**src/rtl/osmosis_pkg.sv**
```systemverilog
// Shared constants, FSM encoding and membrane permeability rule for the osmosis display.
// Latency: n/a (declarations only).
// Backpressure: n/a.
package osmosis_pkg;

    localparam int H_ACTIVE  = 640;
    localparam int V_ACTIVE  = 480;
    localparam int MEM_X_DEF = 316;
    localparam int MEM_W_DEF = 8;

    typedef enum logic [1:0] {
        RUN     = 2'd0,
        FROZEN  = 2'd1,
        RESPAWN = 2'd2
    } state_e;

    // Mode bits OR together; magenta never grants passage on its own.
    function automatic logic membrane_permit(
        input logic is_red,
        input logic membrane_on,
        input logic no_membrane,
        input logic red_membrane,
        input logic blue_membrane,
        input logic magenta_membrane
    );
        return !membrane_on | no_membrane | (red_membrane & is_red)
             | (blue_membrane & !is_red) | (magenta_membrane & 1'b0);
    endfunction

endpackage

```
**src/rtl/molecule_axis_step.sv**
```systemverilog
// One-axis motion step: advance by speed, clamp at [lo, hi] and reverse direction on contact.
// Latency: combinational.
// Backpressure: none.
module molecule_axis_step (
    input  logic [9:0] pos,
    input  logic       dir,
    input  logic [3:0] speed,
    input  logic [9:0] lo,
    input  logic [9:0] hi,
    output logic [9:0] pos_nxt,
    output logic       dir_nxt
);

    logic signed [10:0] sum;

    // Signed intermediate so a step below zero compares as negative, not as a large value.
    always_comb begin
        sum     = dir ? ($signed({1'b0, pos}) + $signed({7'b0, speed}))
                      : ($signed({1'b0, pos}) - $signed({7'b0, speed}));
        pos_nxt = sum[9:0];
        dir_nxt = dir;
        if (sum < $signed({1'b0, lo})) begin
            pos_nxt = lo;
            dir_nxt = ~dir;
        end else if (sum > $signed({1'b0, hi})) begin
            pos_nxt = hi;
            dir_nxt = ~dir;
        end
    end

endmodule

```
**src/rtl/molecule_gen.sv**
```systemverilog
// Parametrised molecule: frame-rate motion with wall bounce, colour-selective membrane, crossing count, sprite match.
// Latency: position updates on the frame cycle; side_right/crossings follow one cycle later; is_molecule combinational.
// Backpressure: none; all inputs sampled every cycle.
module molecule_gen
    import osmosis_pkg::*;
#(
    parameter bit IS_RED   = 1'b1,
    parameter int SIZE     = 16,
    parameter int START_X  = 100,
    parameter int START_Y  = 100,
    parameter bit START_DX = 1'b1,
    parameter bit START_DY = 1'b1,
    parameter int SPEED_X  = 2,
    parameter int SPEED_Y  = 1,
    parameter int ARENA_X0 = 0,
    parameter int ARENA_X1 = H_ACTIVE,
    parameter int ARENA_Y0 = 0,
    parameter int ARENA_Y1 = V_ACTIVE,
    parameter int MEM_X    = MEM_X_DEF,
    parameter int MEM_W    = MEM_W_DEF
) (
    input  logic       clk,
    input  logic       reset,
    input  logic       frame,
    input  logic [9:0] h_cnt,
    input  logic [9:0] v_cnt,
    input  logic       membrane_on,
    input  logic       no_membrane,
    input  logic       red_membrane,
    input  logic       blue_membrane,
    input  logic       magenta_membrane,
    input  logic       freeze,
    input  logic       btnD,
    output logic       is_red,
    output logic       is_molecule,
    output logic [9:0] pos_x,
    output logic [9:0] pos_y,
    output logic       side_right,
    output logic [7:0] crossings
);

    localparam logic [9:0]  ST_X       = 10'(START_X);
    localparam logic [9:0]  ST_Y       = 10'(START_Y);
    localparam logic [9:0]  X_LO       = 10'(ARENA_X0);
    localparam logic [9:0]  X_HI       = 10'(ARENA_X1 - SIZE);
    localparam logic [9:0]  Y_LO       = 10'(ARENA_Y0);
    localparam logic [9:0]  Y_HI       = 10'(ARENA_Y1 - SIZE);
    localparam logic [3:0]  SPD_X      = 4'(SPEED_X);
    localparam logic [3:0]  SPD_Y      = 4'(SPEED_Y);
    localparam logic [10:0] SZ         = 11'(SIZE);
    localparam logic [10:0] MEM_L      = 11'(MEM_X);
    localparam logic [10:0] MEM_R      = 11'(MEM_X + MEM_W);
    localparam logic [9:0]  STOP_L     = 10'(MEM_X - SIZE);
    localparam logic [9:0]  STOP_R     = 10'(MEM_X + MEM_W);
    localparam bit          SIDE_RESET = (START_X >= MEM_X + MEM_W);

    state_e     state_q, state_d;
    logic [9:0] pos_x_q, pos_x_d;
    logic [9:0] pos_y_q, pos_y_d;
    logic       dx_q, dx_d;
    logic       dy_q, dy_d;
    logic       side_right_q, side_right_d;
    logic [7:0] crossings_q, crossings_d;

    logic [9:0] x_step, y_step;
    logic       x_step_dir, y_step_dir;
    logic       permit, block_lr, block_rl;

    molecule_axis_step u_step_y (
        .pos     (pos_y_q),
        .dir     (dy_q),
        .speed   (SPD_Y),
        .lo      (Y_LO),
        .hi      (Y_HI),
        .pos_nxt (y_step),
        .dir_nxt (y_step_dir)
    );

    molecule_axis_step u_step_x (
        .pos     (pos_x_q),
        .dir     (dx_q),
        .speed   (SPD_X),
        .lo      (X_LO),
        .hi      (X_HI),
        .pos_nxt (x_step),
        .dir_nxt (x_step_dir)
    );

    always_comb begin
        state_d      = state_q;
        pos_x_d      = pos_x_q;
        pos_y_d      = pos_y_q;
        dx_d         = dx_q;
        dy_d         = dy_q;
        permit       = membrane_permit(IS_RED, membrane_on, no_membrane, red_membrane,
                                       blue_membrane, magenta_membrane);
        // A molecule straddling the membrane satisfies neither test and moves freely.
        block_lr     = !permit && (({1'b0, pos_x_q} + SZ) <= MEM_L)
                                && (({1'b0, x_step} + SZ) > MEM_L);
        block_rl     = !permit && ({1'b0, pos_x_q} >= MEM_R) && ({1'b0, x_step} < MEM_R);

        case (state_q)
            RUN:     state_d = btnD ? RESPAWN : (freeze ? FROZEN : RUN);
            FROZEN:  state_d = btnD ? RESPAWN : (freeze ? FROZEN : RUN);
            RESPAWN: state_d = btnD ? RESPAWN : (freeze ? FROZEN : RUN);
            default: state_d = RUN;
        endcase

        if (btnD) begin
            pos_x_d = ST_X;
            pos_y_d = ST_Y;
            dx_d    = START_DX;
            dy_d    = START_DY;
        end else if (state_q == RUN && frame) begin
            pos_y_d = y_step;
            dy_d    = y_step_dir;
            pos_x_d = x_step;
            dx_d    = x_step_dir;
            if (block_lr) begin
                pos_x_d = STOP_L;
                dx_d    = ~dx_q;
            end else if (block_rl) begin
                pos_x_d = STOP_R;
                dx_d    = ~dx_q;
            end
        end

        side_right_d = ({1'b0, pos_x_q} >= MEM_R);
        crossings_d  = crossings_q + 8'(side_right_d != side_right_q);
    end

    always_ff @(posedge clk) begin
        if (reset) begin
            state_q      <= RUN;
            pos_x_q      <= ST_X;
            pos_y_q      <= ST_Y;
            dx_q         <= START_DX;
            dy_q         <= START_DY;
            side_right_q <= SIDE_RESET;
            crossings_q  <= 8'd0;
        end else begin
            state_q      <= state_d;
            pos_x_q      <= pos_x_d;
            pos_y_q      <= pos_y_d;
            dx_q         <= dx_d;
            dy_q         <= dy_d;
            side_right_q <= side_right_d;
            crossings_q  <= crossings_d;
        end
    end

    assign is_red      = IS_RED;
    assign pos_x       = pos_x_q;
    assign pos_y       = pos_y_q;
    assign side_right  = side_right_q;
    assign crossings   = crossings_q;
    assign is_molecule = ({1'b0, h_cnt} >= {1'b0, pos_x_q}) && ({1'b0, h_cnt} < ({1'b0, pos_x_q} + SZ))
                      && ({1'b0, v_cnt} >= {1'b0, pos_y_q}) && ({1'b0, v_cnt} < ({1'b0, pos_y_q} + SZ));

endmodule

```
**config.mk**
```make
export PLATFORM = sky130hd
export DESIGN_NAME = molecule_gen
export DESIGN_NICKNAME = d
export VERILOG_FILES = /design/src/rtl/osmosis_pkg.sv /design/src/rtl/molecule_axis_step.sv /design/src/rtl/molecule_gen.sv
export SDC_FILE = /design/constraint.sdc
export NUM_CORES = 1
export LEC_CHECK = 0
export CAP_MARGIN = 10
export CELL_PAD_IN_SITES_DETAIL_PLACEMENT = 1
export CELL_PAD_IN_SITES_GLOBAL_PLACEMENT = 1
export CORE_ASPECT_RATIO = 0.7
export CORE_MARGIN = 2
export CORE_UTILIZATION = 43
export DETAILED_ROUTE_END_ITERATION = 10
export HOLD_SLACK_MARGIN = 0.08
export PLACE_DENSITY_LB_ADDON = 0.1
export SYNTH_ARGS = -nofsm -noshare
export SYNTH_HDL_FRONTEND = slang
export SYNTH_SLANG_ARGS = --single-unit
```
**constraint.sdc**
```tcl
create_clock -name clk -period 7.9 [get_ports clk]
set_input_delay 0.79 -clock clk [delete_from_list [all_inputs] [get_ports clk]]
set_output_delay 0.79 -clock clk [all_outputs]
set_load 0.02 [all_outputs]
```
### Word-level counts from Yosys, hierarchy flattened

Index checks and enable logic that the tools add are counted.

| operators by class | value |
|---|---|
| add/subtract/negate cells | 8 |
| $lt $le $gt $ge | 12 |
| equal/unequal tests | 3 |
| multiplexer cells | 16 |
| bitwise operators | 5 |
| reductions and logical operators | 19 |

Operators by type and width:

| kind | number |
|---|---|
| 10-bit two-way mux | 6 |
| 10-bit by 5-bit adder with 11-bit output (second input constant) | 3 |
| 10-bit by 11-bit less-than comparator with 1-bit output | 2 |
| 11-bit by 1-bit less-than comparator with 1-bit output (second input constant) | 2 |
| 11-bit two-way mux | 2 |
| 10-bit greater-or-equal comparator | 2 |
| 10-bit by 1-bit adder with 11-bit output (second input constant) | 1 |
| 10-bit by 2-bit adder with 11-bit output (second input constant) | 1 |
| 11-bit by 10-bit greater-than comparator with 1-bit output (second input constant) | 1 |
| 11-bit greater-than comparator (second input constant) | 1 |
| 11-bit by 9-bit greater-than comparator with 1-bit output (second input constant) | 1 |
| 11-bit by 9-bit <= comparator with 1-bit output (second input constant) | 1 |
| 10-bit by 1-bit subtractor with 11-bit output (second input constant) | 1 |
| 10-bit by 2-bit subtractor with 11-bit output (second input constant) | 1 |
| 10-bit by 9-bit greater-or-equal comparator with 1-bit output (second input constant) | 1 |
| 10-bit by 9-bit less-than comparator with 1-bit output (second input constant) | 1 |
| 8-bit by 1-bit adder with 8-bit output | 1 |
| 1-bit logical AND | 8 |
| 1-bit two-way mux | 7 |
| 3-bit OR reduction | 2 |
| 2-bit AND reduction | 2 |
| 4-bit nonzero test | 1 |
| 2-bit OR reduction | 2 |
| 1-bit NOT | 3 |
| other kinds (8) | 10 |

| word-level totals | value |
|---|---|
| flip-flop bits (word level) | 33 |
| input port bits | 30 |
| output and inout bits | 31 |

### Depth between registers and ports, before layout

| depth | value |
|---|---|
| depth after elaboration | 10 |
| gate-level depth with buffers | 19 |
| gate-level depth less buffers | 18 |

### Hierarchy

A second synthesis with hierarchy kept.

| second synthesis, totals | value |
|---|---|
| cell total of the unflattened synthesis | 684 |
| area total of the unflattened synthesis | 5,210.0 um^2 |

By module, submodules not included:

| module | instances | cells an instance | area an instance (um^2) | seq. area each (um^2) |
|---|---|---|---|---|
| molecule_gen | 1 | 305 | 2,492.4 | 660.6 |
| molecule_axis_step (u_step_y) | 1 | 196 | 1,393.8 | 0.0 |
| molecule_axis_step (u_step_x) | 1 | 183 | 1,323.8 | 0.0 |

### Worst setup path before layout

No wires, ideal clock.

| timing path | value |
|---|---|
| kind | reg-to-reg |
| from | register pos_x_q[1], in the netlist pos_x[1] |
| to | register pos_x_q[2], in the netlist pos_x[2] |
| arrival time | 4.314 ns |
| data required time | 7.778 ns |
| setup slack | 3.464 ns |
| stages on the path, launching flop included | 17 |
| buffers on the path | 0 |
| clock period less this slack | 4.436 ns |
| path through | dfxtp_1 > inv_1 > fa_1 > nor2b_1 > o31a_1 > mux2i_1 > nor2_4 > nor2_1 > o21ai_0 > inv_1 > ha_1 > xnor3_1 > a2111oi_2 > nand4_1 > o221a_2 > a211o_1 > o32a_1 |

| between the ends | value |
|---|---|
| longest elaborated chain between the ends | 9 |

RTL lines:

| element | RTL line | source |
|---|---|---|
| start, declared | molecule_gen.sv:58 | `logic [9:0] pos_x_q, pos_x_d;` |
| start signal, assigned | molecule_gen.sv:143 | `pos_x_q <= pos_x_d;` |
| 10-bit by 2-bit subtractor with 11-bit output / 10-bit by 2-bit adder with 11-bit output (equally long branches) | molecule_axis_step.sv:19, molecule_axis_step.sv:18 |  |
| 11-bit two-way mux | molecule_axis_step.sv:18 | `sum = dir ? ($signed({1'b0, pos}) + $signed({7'b0, speed}))` |
| 11-bit greater-than comparator | molecule_axis_step.sv:25 | `end else if (sum > $signed({1'b0, hi})) begin` |
| 10-bit two-way mux | molecule_axis_step.sv:25 |  |
| 10-bit two-way mux | molecule_axis_step.sv:22 | `if (sum < $signed({1'b0, lo})) begin` |
| 10-bit by 5-bit adder with 11-bit output / 10-bit by 9-bit less-than comparator with 1-bit output (equally long branches) | molecule_gen.sv:99, molecule_gen.sv:100 |  |
| 11-bit by 9-bit greater-than comparator with 1-bit output / 1-bit logical AND (equally long branches) | molecule_gen.sv:99, molecule_gen.sv:100 |  |
| 1-bit logical AND / 10-bit two-way mux (equally long branches) | molecule_gen.sv:99, molecule_gen.sv:122 |  |
| 10-bit two-way mux (*) | molecule_gen.sv:119 | `if (block_lr) begin` |

Mark *: on every way between the ends. The rest lies on a longest branch, timed or not.
A chain may end at the register's enable or synchronous reset.

### Final worst setup path

| timing path | value |
|---|---|
| from | register dx_q |
| to | register pos_x_q[2], in the netlist pos_x[2] |

| between the ends | value |
|---|---|
| longest elaborated chain between the ends | 8 |

RTL lines:

| element | RTL line | source |
|---|---|---|
| start, declared | molecule_gen.sv:60 | `logic dx_q, dx_d;` |
| start signal, assigned | molecule_gen.sv:137 | `dx_q <= START_DX;` |
| start signal, assigned | molecule_gen.sv:145 | `dx_q <= dx_d;` |
| 11-bit two-way mux (*) | molecule_axis_step.sv:18 |  |
| 11-bit greater-than comparator | molecule_axis_step.sv:25 |  |
| 10-bit two-way mux | molecule_axis_step.sv:25 |  |
| 10-bit two-way mux (*) | molecule_axis_step.sv:22 |  |
| 10-bit by 5-bit adder with 11-bit output / 10-bit by 9-bit less-than comparator with 1-bit output (equally long branches) | molecule_gen.sv:99, molecule_gen.sv:100 |  |
| 11-bit by 9-bit greater-than comparator with 1-bit output / 1-bit logical AND (equally long branches) | molecule_gen.sv:99, molecule_gen.sv:100 |  |
| 1-bit logical AND / 10-bit two-way mux (equally long branches) | molecule_gen.sv:99, molecule_gen.sv:122 |  |
| 10-bit two-way mux (*) | molecule_gen.sv:119 |  |

Marks and branches as above.

==> reports/metrics.yaml <==
placed_design:
  dp_hpwl_mm: 8.792
  dp_slack_ns: 2.599
  finalWeightedCongestion: 0.8493
  dpl_cell_area_mm2: 0.004222
  numPortBuffers: 57
drt:
  drt_wl_total_mm: 10.79
  wire_per_inst_um: 17.58
  drc_errors: 6
  viasPerCell: 5.953
  dr_total_vias: 3655
  first_iter_violations: 213
  first_pass_iters: 8
  detail-route-antenna-nets: 0
global_routing:
  grt_first_pass_wirelength_mm: 17.93
  grt_max_degree: 21
  overflow: 0
  grt_pass1_vias: 3653
  track_usage: 0.2432
  antenna_found_initial: 0
logic_synthesis:
  synth.avg_cell_area_um2: 7.806
  yosys_warnings: 0
  async_flop_share: 0
  synth_nets: 547
  yosysSeqAreaShare: 0.1852
  ys_ff_latch: 33
  ys_types: 67
  synthesis.area_mm2: 0.003567
  yosysTopAreaCell: "ha_1"
  synth_edf_count: 0
  synth_flop_cell: "dfxtp_1"
  syn_inst: 457
  synth_area_leaders: "ha_1 (20%), dfxtp_1 (19%), a21oi_1 (4.6%)"
  yosysTopAreaCellShare: 0.2034
clock_network:
  htree_levels: 2
  clk_latency_ns: 0.27
  cts_num_sinks: 33
  cts_tree: "done"
  clockBufferDepth: 2
  post-cts-setup-buffer-count: 0
  cts_buffers: 5
  clkSlewWorstSetupHoldPaths_ns: 0.05
  postCtsResizedCells: 0
  hold_buffers: 0
  cts_root_buf: "clkbuf_16"
timing:
  tightest_slew_ns: 0.9173
  maxSlewHeadroom: 0.3807
  fmax_mhz: 183.2
  hold_slack_ns: 0.5339
  drv_slew: 0
  fin_skew_ns: 0.002667
  fin_crit_sh: 0.6908
  final_hold_viol_count: 0
  fin_ws_ns: 2.443
  setup_viol: 0
  period_minus_slack_ns: 5.457
  rsz0062_at_grt: "no"
  final.setup.tns_ns: 0
floorplanning:
  die_area_mm2: 0.009052
  start_util: 0.4474
  io_pins: 61
  row_count: 27
  die_h_um: 80.21
  die_w_um: 112.9
  core_area_mm2: 0.007973
worst_setup_path:
  worst-setup-path-type: "flop to flop"
  cp-end-kind: "flop"
  worst_setup_path_start_kind: "flop"
  required_ns: 8.06
  critical_path_arrival_ns: 5.62
  path_max_fanout: 9
pwr:
  seqPwrFrac: 0.389
  power_switching_uw: 115.3
  internal-power_uw: 334.7
  p_total_uw: 450.0
  power_density_mw_per_mm2: 103.1
  p_leak_uw: 0.001909
  p_comb_frac: 0.193
  clockPowerShare: 0.418
  swShare: 0.2563
  ir_drop_mv: 0.07737
finish:
  nets: 603
  fill_cells: 993
  drive_gt1_frac: 0.03119
  area_delta_synth_final_pct: 22.34
  final_cell_area_mm2: 0.004364
  antenna_cells: 0
job:
  maxCapViolCount: 0
run_status:
  status: "complete, but fails checks"
  violations: "DRC"
hold_path:
  hold_path.class: "flop to flop"
-- metrics by stage --
stage,std cells,utilization
after floorplan,457,-
after global placement,607,0.5295
after detailed placement,607,0.5295
after CTS,614,0.5474
after global routing,614,0.5474
final,614,0.5474
-- area by class of cell --
class                   count  area, µm²  share of cell area
well taps                 101      126.4             0.02896
clock buffers               7      142.6             0.03268
repair buffers             57      570.5              0.1307
multi-input cells         382       2736              0.6270
inverters                  34      127.6             0.02924
flip-flops and latches     33      660.6              0.1514
-- sequential cells by signal (all words and copies together) (netlist names) --
register	flops
pos_y	10
dx_q	1
dy_q	1
side_right	1
crossings	8
pos_x	10
state_q	2
-- critical path, cell delays in order, from the launching register on --
cell	delay [ns]
dfxtp_1	0.51
inv_1	0.29
ha_1	0.44
a21oi_1	0.24
nand2_1	0.15
o21a_1	0.24
o21a_1	0.27
nor2_1	0.44
o21ai_0	0.30
inv_1	0.14
ha_1	0.27
xnor3_1	0.48
a2111oi_2	0.30
nand4_1	0.15
o221a_2	0.38
a211o_1	0.36
o32a_1	0.37
-- path summary, 6_finish.rpt --
| check | start | endpoint | slack [ns] | cells after the start |
|---|---|---|---|---|
| setup reg to reg | dx_q$_SDFFE_PP1P_ | pos_x[2]$_SDFFE_PP1P_ | 2.44 | 16 |
| hold reg to reg | crossings[7]$_SDFF_PP0_ | crossings[7]$_SDFF_PP0_ | 0.53 | 2 |
| hold / removal | crossings[7]$_SDFF_PP0_ | crossings[7]$_SDFF_PP0_ | 0.53 | 2 |
| setup / recovery | dx_q$_SDFFE_PP1P_ | pos_x[2]$_SDFFE_PP1P_ | 2.44 | 16 |
-- placed cells by master (no fill, tap or decap), types with 3 or more instances in the layout --
| master | synthesis | routed |
|---|---|---|
| ha_1 | 58 | 58 |
| nor3_1 | 15 | 15 |
| a21oi_1 | 33 | 33 |
| or3_1 | 7 | 7 |
| nor2_1 | 34 | 34 |
| o211ai_1 | 3 | 3 |
| xor2_1 | 7 | 7 |
| inv_1 | 33 | 33 |
| o21ai_0 | 26 | 26 |
| nand3_1 | 24 | 24 |
| nand4_1 | 7 | 7 |
| and3_1 | 8 | 8 |
| o311ai_0 | 3 | 3 |
| o31ai_1 | 3 | 3 |
| dfxtp_1 | 33 | 33 |
| or2_2 | 3 | 3 |
| nor4_1 | 4 | 4 |
| clkbuf_16 | 0 | 5 |
| xnor2_1 | 18 | 18 |
| nor2b_1 | 5 | 5 |
| clkdlybuf4s50_1 | 0 | 57 |
| a21o_1 | 10 | 10 |
| o41ai_1 | 3 | 3 |
| a31oi_1 | 9 | 9 |
| and2_1 | 5 | 5 |
| o21a_1 | 10 | 10 |
| a2111oi_0 | 3 | 3 |
| nand2_1 | 34 | 34 |
| o211a_1 | 3 | 3 |
-- synthesized netlist by cell type (7+ instances only) --
cell,count
ha_1,58
and3_1,8
inv_1,33
dfxtp_1,33
nor2_1,34
nand2_1,34
a31oi_1,9
or3_1,7
o21a_1,10
nor3_1,15
a21o_1,10
nand3_1,24
xnor2_1,18
xor2_1,7
a21oi_1,33
nand4_1,7
o21ai_0,26
-- metal layers --
| metal | global-route usage | share of wire |
|---|---|---|
| met1 | 0.3594 | 0.53 |
| met2 | 0.3747 | 0.41 |
| met3 | 0.04453 | 0.057 |
| met4 | 0.03537 | 0.0044 |
| met5 | 0 | 0 |
-- cell families after synthesis --
| kind of cell | Yosys count | share of synthesized area |
|---|---|---|
| simple gates | 158 | 0.2224 |
| compound gates | 134 | 0.2525 |
| fa+ha+maj | 60 | 0.2147 |
| buf+inv | 42 | 0.04770 |
| flops | 33 | 0.1852 |
| xor+xnor | 26 | 0.06770 |
| mux | 3 | 0.008769 |
| other cells | 1 | 0.001051 |
-- power by group through the flow --
stage / clock network [µW] / logic [µW] / registers [µW]
final: 188 / 86.6 / 175
after global routing: 197 / 96.9 / 175
after CTS: 190 / 86.6 / 175
after detailed placement: 0 / 85.7 / 178
after global placement: 0 / 82.0 / 178
after floorplan: 0 / 49.1 / 180
No activity file was read; power rests on OpenSTA's default activity.
